**src/rtl/bta_err_mon.sv**
```systemverilog
// Accuracy monitor for the bta approximate adder: compares each approximate sum
// against the exact sum and accumulates windowed error statistics.
module bta_err_mon #(
  parameter int DWA  = 16,
  parameter int DWB  = 16,
  parameter int DWO  = (DWA > DWB) ? DWA : DWB,
  parameter int CNTW = 16,
  parameter int ACCW = 32
) (
  input  logic              i_clk,
  input  logic              i_rst_n,
  input  logic              i_start,
  input  logic [CNTW-1:0]   i_win_len,
  input  logic              i_vld,
  input  logic [DWA-1:0]    i_a,
  input  logic [DWB-1:0]    i_b,
  input  logic [DWO-1:0]    i_c,
  output logic              o_busy,
  output logic              o_done,
  output logic [CNTW-1:0]   o_cnt,
  output logic [ACCW-1:0]   o_err_sum,
  output logic [DWO:0]      o_err_max,
  output logic [CNTW-1:0]   o_mis_cnt
);

  localparam int EW   = DWO + 1;
  localparam int SUMW = ACCW + 1;

  typedef enum logic [1:0] {
    ST_IDLE  = 2'd0,
    ST_RUN   = 2'd1,
    ST_DRAIN = 2'd2,
    ST_DONE  = 2'd3
  } state_t;

  // |a + b - c| evaluated in signed DWO+2 bits so a dropped carry in c shows up.
  function automatic logic [EW-1:0] abs_err(input logic [DWO-1:0] a_ext,
                                            input logic [DWO-1:0] b_ext,
                                            input logic [DWO-1:0] c);
    logic [DWO+1:0] diff;
    logic [DWO+1:0] mag;
    diff = {2'b00, a_ext} + {2'b00, b_ext} - {2'b00, c};
    if (diff[DWO+1]) begin
      mag = ~diff + {{(DWO+1){1'b0}}, 1'b1};
    end else begin
      mag = diff;
    end
    return mag[EW-1:0];
  endfunction

  state_t            r_state;
  state_t            w_state_nxt;
  logic [CNTW-1:0]   r_win_len;
  logic [CNTW-1:0]   r_cnt;
  logic              r_s1_vld;
  logic [EW-1:0]     r_s1_err;
  logic              r_s2_vld;
  logic [EW-1:0]     r_s2_err;
  logic [ACCW-1:0]   r_err_sum;
  logic [EW-1:0]     r_err_max;
  logic [CNTW-1:0]   r_mis_cnt;
  logic              r_busy;
  logic              r_done;

  logic              w_start;
  logic              w_accept;
  logic              w_last;
  logic [EW-1:0]     w_err;
  logic [SUMW-1:0]   w_sum_ext;

  assign w_start   = (r_state == ST_IDLE) && i_start;
  assign w_accept  = (r_state == ST_RUN) && i_vld && (r_cnt < r_win_len);
  assign w_last    = w_accept && ((r_cnt + CNTW'(1)) == r_win_len);
  assign w_err     = abs_err(DWO'(i_a), DWO'(i_b), i_c);
  assign w_sum_ext = {1'b0, r_err_sum} + SUMW'(r_s2_err);

  // Next-state logic for the window controller.
  always_comb begin
    w_state_nxt = r_state;
    case (r_state)
      ST_IDLE: begin
        if (i_start) begin
          w_state_nxt = ST_RUN;
        end else begin
          w_state_nxt = ST_IDLE;
        end
      end
      ST_RUN: begin
        if ((r_cnt == r_win_len) || w_last) begin
          w_state_nxt = ST_DRAIN;
        end else begin
          w_state_nxt = ST_RUN;
        end
      end
      ST_DRAIN: begin
        if (!r_s1_vld && !r_s2_vld) begin
          w_state_nxt = ST_DONE;
        end else begin
          w_state_nxt = ST_DRAIN;
        end
      end
      ST_DONE:  w_state_nxt = ST_IDLE;
      default:  w_state_nxt = ST_IDLE;
    endcase
  end

  // State, window length, sample count and registered status flags.
  always_ff @(posedge i_clk or negedge i_rst_n) begin
    if (!i_rst_n) begin
      r_state   <= ST_IDLE;
      r_win_len <= '0;
      r_cnt     <= '0;
      r_busy    <= 1'b0;
      r_done    <= 1'b0;
    end else begin
      r_state <= w_state_nxt;
      r_busy  <= (w_state_nxt == ST_RUN) || (w_state_nxt == ST_DRAIN);
      r_done  <= (w_state_nxt == ST_DONE);
      if (w_start) begin
        r_win_len <= i_win_len;
        r_cnt     <= '0;
      end else if (w_accept) begin
        r_cnt <= r_cnt + CNTW'(1);
      end
    end
  end

  // Two-stage error pipeline; a new window flushes anything in flight.
  always_ff @(posedge i_clk or negedge i_rst_n) begin
    if (!i_rst_n) begin
      r_s1_vld <= 1'b0;
      r_s1_err <= '0;
      r_s2_vld <= 1'b0;
      r_s2_err <= '0;
    end else if (w_start) begin
      r_s1_vld <= 1'b0;
      r_s2_vld <= 1'b0;
    end else begin
      r_s1_vld <= w_accept;
      r_s1_err <= w_err;
      r_s2_vld <= r_s1_vld;
      r_s2_err <= r_s1_err;
    end
  end

  // Accumulators: saturating error sum, strict-greater max, mismatch count.
  always_ff @(posedge i_clk or negedge i_rst_n) begin
    if (!i_rst_n) begin
      r_err_sum <= '0;
      r_err_max <= '0;
      r_mis_cnt <= '0;
    end else if (w_start) begin
      r_err_sum <= '0;
      r_err_max <= '0;
      r_mis_cnt <= '0;
    end else if (r_s2_vld) begin
      r_err_sum <= w_sum_ext[ACCW] ? {ACCW{1'b1}} : w_sum_ext[ACCW-1:0];
      if (r_s2_err > r_err_max) begin
        r_err_max <= r_s2_err;
      end
      if (r_s2_err != '0) begin
        r_mis_cnt <= r_mis_cnt + CNTW'(1);
      end
    end
  end

  assign o_busy    = r_busy;
  assign o_done    = r_done;
  assign o_cnt     = r_cnt;
  assign o_err_sum = r_err_sum;
  assign o_err_max = r_err_max;
  assign o_mis_cnt = r_mis_cnt;

endmodule

```
**config.mk**
```make
export PLATFORM = sky130hd
export DESIGN_NAME = bta_err_mon
export DESIGN_NICKNAME = d
export VERILOG_FILES = /design/src/rtl/bta_err_mon.sv
export SDC_FILE = /design/constraint.sdc
export NUM_CORES = 1
export LEC_CHECK = 0
export CORE_MARGIN = 2
export CORE_UTILIZATION = 50
export DETAILED_ROUTE_END_ITERATION = 12
export GPL_TIMING_DRIVEN = 0
export PLACE_DENSITY = 0.77
export SYNTH_ARGS = -nofsm -noshare
export SYNTH_HDL_FRONTEND = slang
export SYNTH_SLANG_ARGS = --single-unit
```
**constraint.sdc**
```tcl
create_clock -name i_clk -period 3.73 [get_ports i_clk]
set_input_delay 0.9325 -clock i_clk [delete_from_list [all_inputs] [get_ports i_clk]]
set_output_delay 0.9325 -clock i_clk [all_outputs]
set_load 0.02 [all_outputs]
```
==> metrics.md, run 1 <==
| Metric | Value |
|---|---|
| Status | finished with violations |
| Failing checks | setup timing |
| Synthesized netlist net count | 1263 |
| Clk slew on worst S/H paths | 60 ps |
| Most frequent cells in the layout | 137 x dfrtp_1, 130 x nand2_1, 119 x clkdlybuf4s50_1 |
| Clock sink total | 137 |
| Max Fclk | 248 MHz |
| Boundary pin count | 151 |
| CP max FO | 7 |
| Wire length on met3 | 1.46 mm |
| Antenna fix cells | 0 |
| Antenna violations before repair | 0 |
| Max Used Layer | met4 |
| Vias in the first global route | 8651 |
| Drt total wl | 26.5 mm |
| Unrepaired setup endpoints after global routing | true |
| Initial Util | 50.9% |
| Post-DR vias/cell | 5.70 |
| Clock latency on the worst-skew pair | 430 ps |
| Vias | 8916 |
| Global-route total usage across every layer | 25.8% |
| Core area | 18600 µm² |
| Bufs on Longest Clock Path | 2 |
| Switching part of the total power | 43.7% |
| Final Core Density | 68.8% |
| Clk_skew | 5.32 ps |
| Tcrit/Tclk final | 108% |
| Wire length per cell | 16.9 µm |
| Cell area after synthesis | 9500 µm² |
| Tightest Hold Check Type | input port to async pin |
| CTS tree | built |
| Slew Limit Fails | 0 |
| Max incr delay on CP | 530 ps |
| Critical Path RT | 4030 ps |
| Largest net degree at the start of global routing | 95 |
| Post-CTS Hold Fix Bufs | 0 |
| Fin. Hold Viols | 0 |
| Combinational Power Share | 57.3% |
| Slowest cell on the critical path | or4b_4 |
| Share of synthesized registers carrying an async set or reset | 100% |
| Int Pwr | 5990 µW |
| Final min period | 4020 ps |
| Clk network pwr share | 16.7% |
| Crit path from | i_c[6] |
| Synth unique cells | 61 |
| Sequential share of the synthesized area | 36.1% |
| Layout area overhead | 35.1% |
| Metal1 wirelength | 11.3 mm |
| Worst setup EP type | register |
| Placed cell count | 1492 |
| Post-synth EDFFs | 0 |
| Dpl hpwl | 17.7 mm |
| WL met2 | 13.0 mm |
| CTS Buf Count | 17 |
| Synth Instances | 1107 |
| # port buffers | 150 |
| Most common cell after layout, fill and taps aside | dfrtp_1 |
| CP Launch Type | input port |
| Crit path kind | input port to register |
| First-pass GRT wire length | 41.8 mm |
| Root Driver | clkbuf_16 |
| Chip Width | 142 µm |
| Slew @ Worst Pin | 1080 ps |
| Worst setup path endpoint | r_s1_err[16] |
| Nets | 1473 |
| Critical Path Stages | 13 |
| Cell family with most CP delay | compound AO/OA/AOI/OAI gates |
| FF-to-FF Start | o_cnt[2] |
| Reg2Reg Setup Slack | 180 ps |
| Arr. time, crit path | 4320 ps |
| Non-filler instance count after layout | 1564 |
| GRT overflow | 0 |
| ANT nets after route | 0 |
| Worst Reg-to-Reg Cells | 11 |
| YS warnings | 0 |
| Reg2Reg Capture Point | o_busy |
| Starting DRT DRC Count | 628 |
| Syn avg cell area | 8.58 µm² |
| Ys flop type | dfrtp_1 |
| GPL Wtd Cong | 0.903 |
| Seq pwr share | 26.0% |
| Cell Rows | 50 |
| Setup ws final | -294 ps |
| Detailed Routing Iterations Pass 1 | 5 |
| Die footprint | 20100 µm² |
| Die Height | 142 µm |
| Pre-CTS setup slack | -1190 ps |
| Residual DRC count | 0 |
| Final setup vio count | 7 |
| Critical path buffer and inverter count | 2 |
| Net Sw Power | 4650 µW |
| Cell Pwr Density | 829 nW/µm² |
| Critical path, cell by cell | dlygate4sd2_1, fa_1, inv_2, ha_4, nor3b_4, a311oi_2, o311ai_2, or2_0, or4b_4, a2111oi_4, a41oi_2, xnor2_1, o21ai_1 |
| Seq cells post-synth | 137 |
| Layout cells sized above 1 | 15.0% |
| Max-cap violations | 0 |
| LEAKAGE | 0.00579 µW |
| Worst VDD drop | 0.383 mV |
| Slew margin rel. | 27.3% |
| H-tree Lvls | 4 |
[repair_timing]
action / in CTS / in global routing
endpoints found under the hold margin: 0 / 0
pin swaps: 51 / 33
gates resized for setup: 133 / 51
setup buffers: 38 / 8
endpoints found under the setup margin: 16 / 20
[cells in the mapped netlist, drive strengths merged (4+ instances only)]
cell type,number,area (µm²)
nor3,16,80.1
o211ai,6,45.0
nand2,133,499
a21oi,58,290
a31oi,16,100
and3,22,138
and2,4,25.0
nand4,11,68.8
a311oi,6,52.6
inv,112,420
a211oi,10,75.1
dfrtp,137,3430
nand2b,9,56.3
o21ai,105,526
xnor2,37,324
nand3,21,105
a2111oi,8,101
or3,9,56.3
xor2,36,315
fa,17,340
or2,4,25.0
nor4,5,31.3
nor2b,14,87.6
ha,71,888
a21o,25,188
nor2,96,360
mux2i,21,210
o21a,16,120
o31ai,4,30.0
clkbuf,37,141
[stage by stage]
step | instance area, µm² | TNS (ps) | power [µW] | hold WS [ps]
after global placement | 11400 | -521870 | 8090 | 457
after CTS | 12600 | -440 | 10400 | 429
final | 12800 | -918 | 10600 | 416
after global routing | 12800 | -1800 | 11400 | 453
after detailed placement | 11400 | -14860 | 8240 | 461
after floorplan | 9610 | -1910 | 6530 | 446
[worst min-delay path by stage]
stage / startpoint / end / slack (ps) / depth (start not counted)
after floorplan: r_s1_err[11] / r_s2_err[11] / 450 / 2
after global placement: r_s1_err[13] / r_s2_err[13] / 460 / 2
after detailed placement: r_s1_err[14] / r_s2_err[14] / 460 / 2
after CTS: i_rst_n / r_win_len[4] / 430 / 1
after global routing: i_rst_n / o_cnt[6] / 450 / 1
final: i_rst_n / r_win_len[2] / 420 / 1
[power by group through the flow]
stage          logic (µW)  registers [µW]  clock network (µW)
6_report             6100            2760                1780
5_1_grt              6750            2830                1870
4_1_cts              5830            2740                1790
3_5_place_dp         5480            2760                   0
3_3_place_gp         5340            2750                   0
2_1_floorplan        3650            2880                   0
[cell families (layout without fill, tap and decap cells)]
kind of cell | after synthesis | count (layout) | synth area share [%]
XOR/XNOR | 73 | 73 | 6.73
buffers and inverters | 150 | 373 | 5.96
AND/OR/NAND/NOR | 358 | 358 | 17.4
adder cells (fa/ha/maj) | 88 | 88 | 12.9
AO/OA/AOI/OAI | 280 | 280 | 18.6
multiplexers | 21 | 21 | 2.21
flip-flops | 137 | 137 | 36.1
[state kept, by name, indices dropped and copies added, names as in the netlist, 2 cells and up]
| name | cells |
|---|---|
| r_s2_err | 17 |
| o_cnt | 16 |
| r_s1_err | 17 |
| r_state | 2 |
| o_mis_cnt | 16 |
| o_err_max | 17 |
| r_win_len | 16 |
| o_err_sum | 32 |
[per-layer routing]
metal  track usage (%)  up-vias
met5                 0        -
met3              4.69       66
met1              33.1     4291
met4              9.05        0
met2              44.1      308
li1                  -     4251
[area by class of cell]
type                    count  area [µm²]
flip-flops and latches    137        3430
inverters                 112         423
fillers                  1417        5820
clock inverters            12         174
plain buffers              32         151
clock buffers              20         447
multi-input cells         820        6070
well taps                 234         293
repair buffers            197        1840
Note: power is estimated with default switching activity, not from simulation.
==> run 2: changes to the inputs <==
--- a/config.mk
+++ b/config.mk
@@ -8,8 +8,9 @@
 export CORE_MARGIN = 2
 export CORE_UTILIZATION = 50
 export DETAILED_ROUTE_END_ITERATION = 12
+export DONT_BUFFER_PORTS = 1
 export GPL_TIMING_DRIVEN = 0
-export PLACE_DENSITY = 0.77
+export PLACE_DENSITY = 0.67
 export SYNTH_ARGS = -nofsm -noshare
 export SYNTH_HDL_FRONTEND = slang
 export SYNTH_SLANG_ARGS = --single-unit
==> metrics.md, run 2 (synthesized netlist as in run 1, its figures left out) <==
| Metric | Value |
|---|---|
| Max Fclk | 270 MHz (+8.8%) |
| Die Height | 142 µm (unchanged) |
| Status | finished clean |
| H-tree Lvls | 4 (unchanged) |
| Initial Util | 50.9% (unchanged) |
| CP max FO | 3 (-4) |
| GRT overflow | 0 (unchanged) |
| Core area | 18600 µm² (unchanged) |
| Slew @ Worst Pin | 1120 ps (+40.5 ps) |
| Arr. time, crit path | 3990 ps (-330 ps) |
| Most frequent CP cell | xnor2_2 |
| Largest net degree at the start of global routing | 138 (+45%) |
| Tcrit/Tclk final | 99.2% (-8.7 points) |
| Max-cap violations | 0 (unchanged) |
| Unrepaired setup endpoints after global routing | true |
| Cell family with most CP delay | compound AO/OA/AOI/OAI gates |
| Detailed Routing Iterations Pass 1 | 5 (unchanged) |
| Wire length per cell | 17.0 µm (+0.19%) |
| Dpl hpwl | 17.2 mm (-3.3%) |
| Fin. Hold Viols | 0 (unchanged) |
| Vias | 7854 (-12%) |
| Most common cell after layout, fill and taps aside | dfrtp_1 |
| Worst hold slack | 195 ps (-221 ps) |
| Slowest cell on the critical path | fa_2 |
| Boundary pin count | 151 (unchanged) |
| Post-DR vias/cell | 5.66 (-0.74%) |
| Post-CTS Hold Fix Bufs | 0 (unchanged) |
| Slew margin rel. | 24.5% (-2.7 points) |
| Critical path buffer and inverter count | 1 (-1) |
| Chip Width | 142 µm (unchanged) |
| Worst Reg-to-Reg Cells | 11 (unchanged) |
| Layout cells sized above 1 | 10.5% (-4.5 points) |
| Worst setup EP type | register |
| Crit path kind | input port to register |
| Slew Limit Fails | 0 (unchanged) |
| Tightest Hold Check Type | input port to async pin |
| Cell Pwr Density | 888 nW/µm² (+7.1%) |
| Final min period | 3700 ps (-325 ps) |
| ANT nets after route | 0 (unchanged) |
| Cell Rows | 50 (unchanged) |
| CTS tree | built |
| Drt total wl | 23.6 mm (-11%) |
| Critical path, cell by cell | fa_2, inv_2, ha_4, a21o_1, a221oi_4, xnor2_2, or2_0, or4b_4, a2111oi_4, a41oi_2, xnor2_2, o21ai_1 |
| Die footprint | 20100 µm² (unchanged) |
| Max incr delay on CP | 590 ps (+60 ps) |
| Clk slew on worst S/H paths | 70 ps (about the same) |
| Final setup vio count | 0 (-7) |
| Worst VDD drop | 0.394 mV (+2.8%) |
| Layout area overhead | 15.4% |
| Total Power | 9730 µW (-8.5%) |
| Critical Path Stages | 12 (-1) |
| Root Driver | clkbuf_16 |
| Antenna fix cells | 0 (unchanged) |
| GPL Wtd Cong | 0.883 (-2.2%) |
| Clock sink total | 137 (unchanged) |
| # port buffers | 0 (-100%) |
| Bufs on Longest Clock Path | 2 (unchanged) |
| LEAKAGE | 0.00505 µW (-13%) |
| Most frequent cells in the layout | 137 x dfrtp_1, 131 x nand2_1, 108 x inv_1 |
| Reg area | 3430 µm² (unchanged) |
| FF-to-FF Start | o_cnt[2] |
| Clk_skew | 10.9 ps (+5.59 ps) |
| Reg2Reg Capture Point | o_busy |
| Nets | 1297 (-12%) |
| Multi-input logic area | 5860 µm² (-3.4%) |
| Clock latency on the worst-skew pair | 430 ps (about the same) |
| Global-route total usage across every layer | 24.1% (-1.7 points) |
| CP Launch Type | input port |
| First-pass GRT wire length | 38.7 mm (-7.3%) |
| Critical Path RT | 4020 ps (about the same) |
| Worst setup path endpoint | r_s1_err[16] |
| Reg2Reg Setup Slack | 270 ps (+90 ps) |
| Vias in the first global route | 7544 (-13%) |
| CTS Buf Count | 17 (unchanged) |
| Antenna violations before repair | 0 (unchanged) |
| Residual DRC count | 0 (unchanged) |
| Max reg flops | 32 (unchanged) |
| Crit path from | i_c[1] |
| Starting DRT DRC Count | 474 (-25%) |
| Filler instances | 1648 (+16%) |
[run 2: cell types whose count changed in the layout (fill, tap and decap cells not counted), moves of 4 or more]
cell	delta
buf_4	-27
buf_6	-4
clkdlybuf4s15_1	-4
clkdlybuf4s50_1	-119
dlygate4sd2_1	-12
ha_1	+8
ha_4	-8
inv_1	+19
inv_2	-19
[run 2: area by class of cell]
cell class | count | area share [%]
sequential | 137 | 31.3
multi-input combinational | 820 | 53.5
tap | 234 | 2.67
inverter | 112 | 3.91
buffer | 34 | 1.42
clock buffer | 18 | 4.01
timing repair buffer | 19 | 1.39
clock inverter | 14 | 1.79
[run 2: how the worst min path moves through the flow]
stage,slack (ps),from,to
final,200,i_rst_n,o_err_max[7]
after global routing,180,i_rst_n,o_err_sum[20]
after CTS,190,i_rst_n,o_err_sum[21]
after detailed placement,470,r_s1_err[6],r_s2_err[6]
after global placement,460,r_s1_err[6],r_s2_err[6]
after floorplan,450,r_s1_err[11],r_s2_err[11]
[run 2: per-layer routing]
metal	share of wire [%]	wire length, µm	track usage, %
met5	0	0	0
met4	1.2	281	5.68
met3	5.1	1200	6.28
met2	47	11000	39.0
met1	47	11100	32.7
[run 2: timing repair]
| item | CTS | global route |
|---|---|---|
| endpoints found under the hold margin | 0 | 0 |
| cloned | 1 | 0 |
| gates resized for setup | 34 | 32 |
| setup endpoints to repair | 9 | 39 |
| pin swaps | 19 | 24 |
| buffers inserted | 11 | 7 |
[run 2: through the flow]
step	utilization (%)	setup TNS, ps	cells	area (µm²)	setup WS, ps
after floorplan	-	-1910	1107	9610	-269
after global placement	53.1	-6970	1341	9900	-687
after detailed placement	53.1	-7240	1341	9900	-672
after CTS	57.8	-58.7	1383	10800	-58.7
after global routing	58.8	-268	1388	11000	-113
final	58.8	0	1388	11000	30.5
[run 2: power breakdown]
part	leakage, µW	total, µW	switching, µW	internal, µW
sequential	0.00170	3160	1060	2090
clock	0.000303	1810	674	1140
combinational	0.00305	4760	2660	2100
==> run 3: changes to the inputs <==
--- a/config.mk
+++ b/config.mk
@@ -6,11 +6,12 @@
 export NUM_CORES = 1
 export LEC_CHECK = 0
 export CORE_MARGIN = 2
-export CORE_UTILIZATION = 50
+export CORE_UTILIZATION = 55
 export DETAILED_ROUTE_END_ITERATION = 12
 export DONT_BUFFER_PORTS = 1
 export GPL_TIMING_DRIVEN = 0
-export PLACE_DENSITY = 0.67
+export PLACE_DENSITY = 0.72
+export RECOVER_POWER = 50
 export SYNTH_ARGS = -nofsm -noshare
 export SYNTH_HDL_FRONTEND = slang
 export SYNTH_SLANG_ARGS = --single-unit
==> metrics.md, run 3 (synthesized netlist as in run 1, its figures left out) <==
| Metric | Value |
|---|---|
| Nets | 1297 (unchanged) |
| Layout cells sized above 1 | 9.79% (-0.69 points) |
| Cell Pwr Density | 890 nW/µm² (+0.16%) |
| Max-cap violations | 0 (unchanged) |
| Starting DRT DRC Count | 460 (-3.0%) |
| GRT overflow | 0 (unchanged) |
| Arr. time, crit path | 4010 ps (+20 ps) |
| Antenna violations before repair | 0 (unchanged) |
| Drt total wl | 23.1 mm (-1.9%) |
| Clk_skew | 10.0 ps (-0.858 ps) |
| Detailed Routing Iterations Pass 1 | 5 (unchanged) |
| Clk slew on worst S/H paths | 60 ps (about the same) |
| Net Sw Power | 4380 µW (-0.34%) |
| Slowest cell on the critical path | fa_2 |
| H-tree Lvls | 4 (unchanged) |
| Most frequent cells in the layout | 137 x dfrtp_1, 131 x nand2_1, 109 x inv_1 |
| Tightest Hold Check Type | input port to async pin |
| Critical path, cell by cell | fa_2, inv_2, ha_4, a21o_4, a221oi_4, buf_4, xnor2_2, or2_0, or4b_4, a2111oi_4, buf_4, nor2_2, xnor2_2, o21ai_1 |
| Switching part of the total power | 45.2% (about the same) |
| Max incr delay on CP | 600 ps (about the same) |
| CP Launch Type | input port |
| Post-DR vias/cell | 5.75 (+1.7%) |
| Placed cell count | 1332 (-0.67%) |
| Chip Width | 135 µm (-4.5%) |
| Worst setup EP type | register |
| Core area | 17100 µm² (-8.5%) |
| Final Core Density | 63.9% (+5.1 points) |
| Non-filler instance count after layout | 1379 (-0.65%) |
| Initial Util | 55.7% (+4.7 points) |
| Tcrit/Tclk final | 100% (+0.79 points) |
| ANT nets after route | 0 (unchanged) |
| Worst hold slack | 202 ps (+6.44 ps) |
| Clk network pwr share | 18.5% (about the same) |
| # port buffers | 0 (unchanged) |
| Clock sink total | 137 (unchanged) |
| Root Driver | clkbuf_16 |
| CP max FO | 3 (unchanged) |
| Bufs on Longest Clock Path | 2 (unchanged) |
| Die Height | 135 µm (-4.5%) |
| Slew Limit Fails | 0 (unchanged) |
| Final setup vio count | 0 (unchanged) |
| Vias in the first global route | 7339 (-2.7%) |
| LEAKAGE | 0.00501 µW (-0.72%) |
| Pre-CTS setup slack | -677 ps (-5.57 ps) |
| CTS Buf Count | 17 (unchanged) |
| Post-CTS Hold Fix Bufs | 0 (unchanged) |
| Layout area overhead | 14.7% |
| Fin. Hold Viols | 0 (unchanged) |
| Seq pwr share | 32.7% (+0.3 points) |
| Slew @ Worst Pin | 1090 ps (-27.1 ps) |
| Wire length per cell | 16.8 µm (-1.2%) |
| Status | finished clean |
| Largest net degree at the start of global routing | 138 (unchanged) |
| Total Power | 9690 µW (-0.41%) |
| Boundary pin count | 151 (unchanged) |
| Critical Path RT | 4010 ps (about the same) |
| GPL Wtd Cong | 0.883 (about the same) |
| Clock latency on the worst-skew pair | 430 ps (about the same) |
| Most common cell after layout, fill and taps aside | dfrtp_1 |
| Combinational Power Share | 48.9% (about the same) |
| Die footprint | 18300 µm² (-8.8%) |
| Unrepaired setup endpoints after global routing | true |
| Reg2Reg Setup Slack | 210 ps (-60 ps) |
| Max Fclk | 268 MHz (-0.79%) |
| Global-route total usage across every layer | 25.4% (+1.3 points) |
| Vias | 7935 (+1.0%) |
| Final min period | 3730 ps (+29.5 ps) |
| Crit path kind | input port to register |
| Residual DRC count | 0 (unchanged) |
| CTS tree | built |
| Slew margin rel. | 26.4% (+1.8 points) |
| Max reg flops | 32 (unchanged) |
| Setup ws final | 1.01 ps (-29.5 ps) |
| Worst VDD drop | 0.450 mV (+14%) |
| Antenna fix cells | 0 (unchanged) |
| First-pass GRT wire length | 37.0 mm (-4.4%) |
| Dpl hpwl | 16.9 mm (-1.7%) |
| Int Pwr | 5310 µW (-0.46%) |
| Cell Rows | 48 (-4.0%) |
-- run 3: final timing paths --
| kind | start | end | depth (start not counted) |
|---|---|---|---|
| max reg2reg | o_cnt[2] | o_busy | 11 |
| min | i_rst_n | r_win_len[13] | 0 |
| min in group i_clk | r_s1_err[13] | r_s2_err[13] | 2 |
| max | i_c[1] | r_s1_err[12] | 14 |
| max in group asynchronous | i_rst_n | o_cnt[4] | 0 |
| min reg2reg | r_s1_err[13] | r_s2_err[13] | 2 |
-- run 3: what timing repair did --
| item | 4_1_cts | 5_1_grt |
|---|---|---|
| pin swaps | 16 | 22 |
| gates cloned | 0 | 1 |
| setup endpoints to repair | 9 | 33 |
| hold endpoints to repair | 0 | 0 |
| gates resized for setup | 25 | 29 |
| setup buffers | 10 | 7 |
-- run 3: routing by layer --
layer	GRT usage (%)	vias up	routed length, µm
met1	34.0	3769	10200
met4	7.99	0	518
met5	0	-	0
met3	6.10	36	1360
met2	41.0	242	11000
li1	-	3888	-
-- run 3: layout make-up --
class	count	area, µm²
fill	1475	6160
multi-input combinational	820	5830
sequential	137	3430
inverter	112	430
clock buffer	18	429
tap	225	282
clock inverter	14	199
buffer	35	154
timing repair buffer	18	139
-- run 3: power by group through the flow --
stage	Clock (µW)	Combinational, µW	Sequential (µW)
after floorplan	0	3650	2880
after global placement	0	4340	3150
after detailed placement	0	4450	3170
after CTS	1810	4610	3150
after global routing	1880	5350	3240
final	1790	4740	3170
-- run 3: through the flow --
| step | area, µm² | TNS [ps] |
|---|---|---|
| global placement | 9890 | -6840 |
| global route | 10900 | -406 |
| finish | 10900 | 0 |
| detailed placement | 9890 | -7150 |
| floorplan | 9610 | -1910 |
| CTS | 10700 | -108 |
-- run 3: worst max-delay path: cells and delay by family --
family	cells	cell delay, ps
xor+xnor	2	210
simple gates	3	780
compound gates	4	850
fa+ha+maj	2	840
buf+inv	3	400
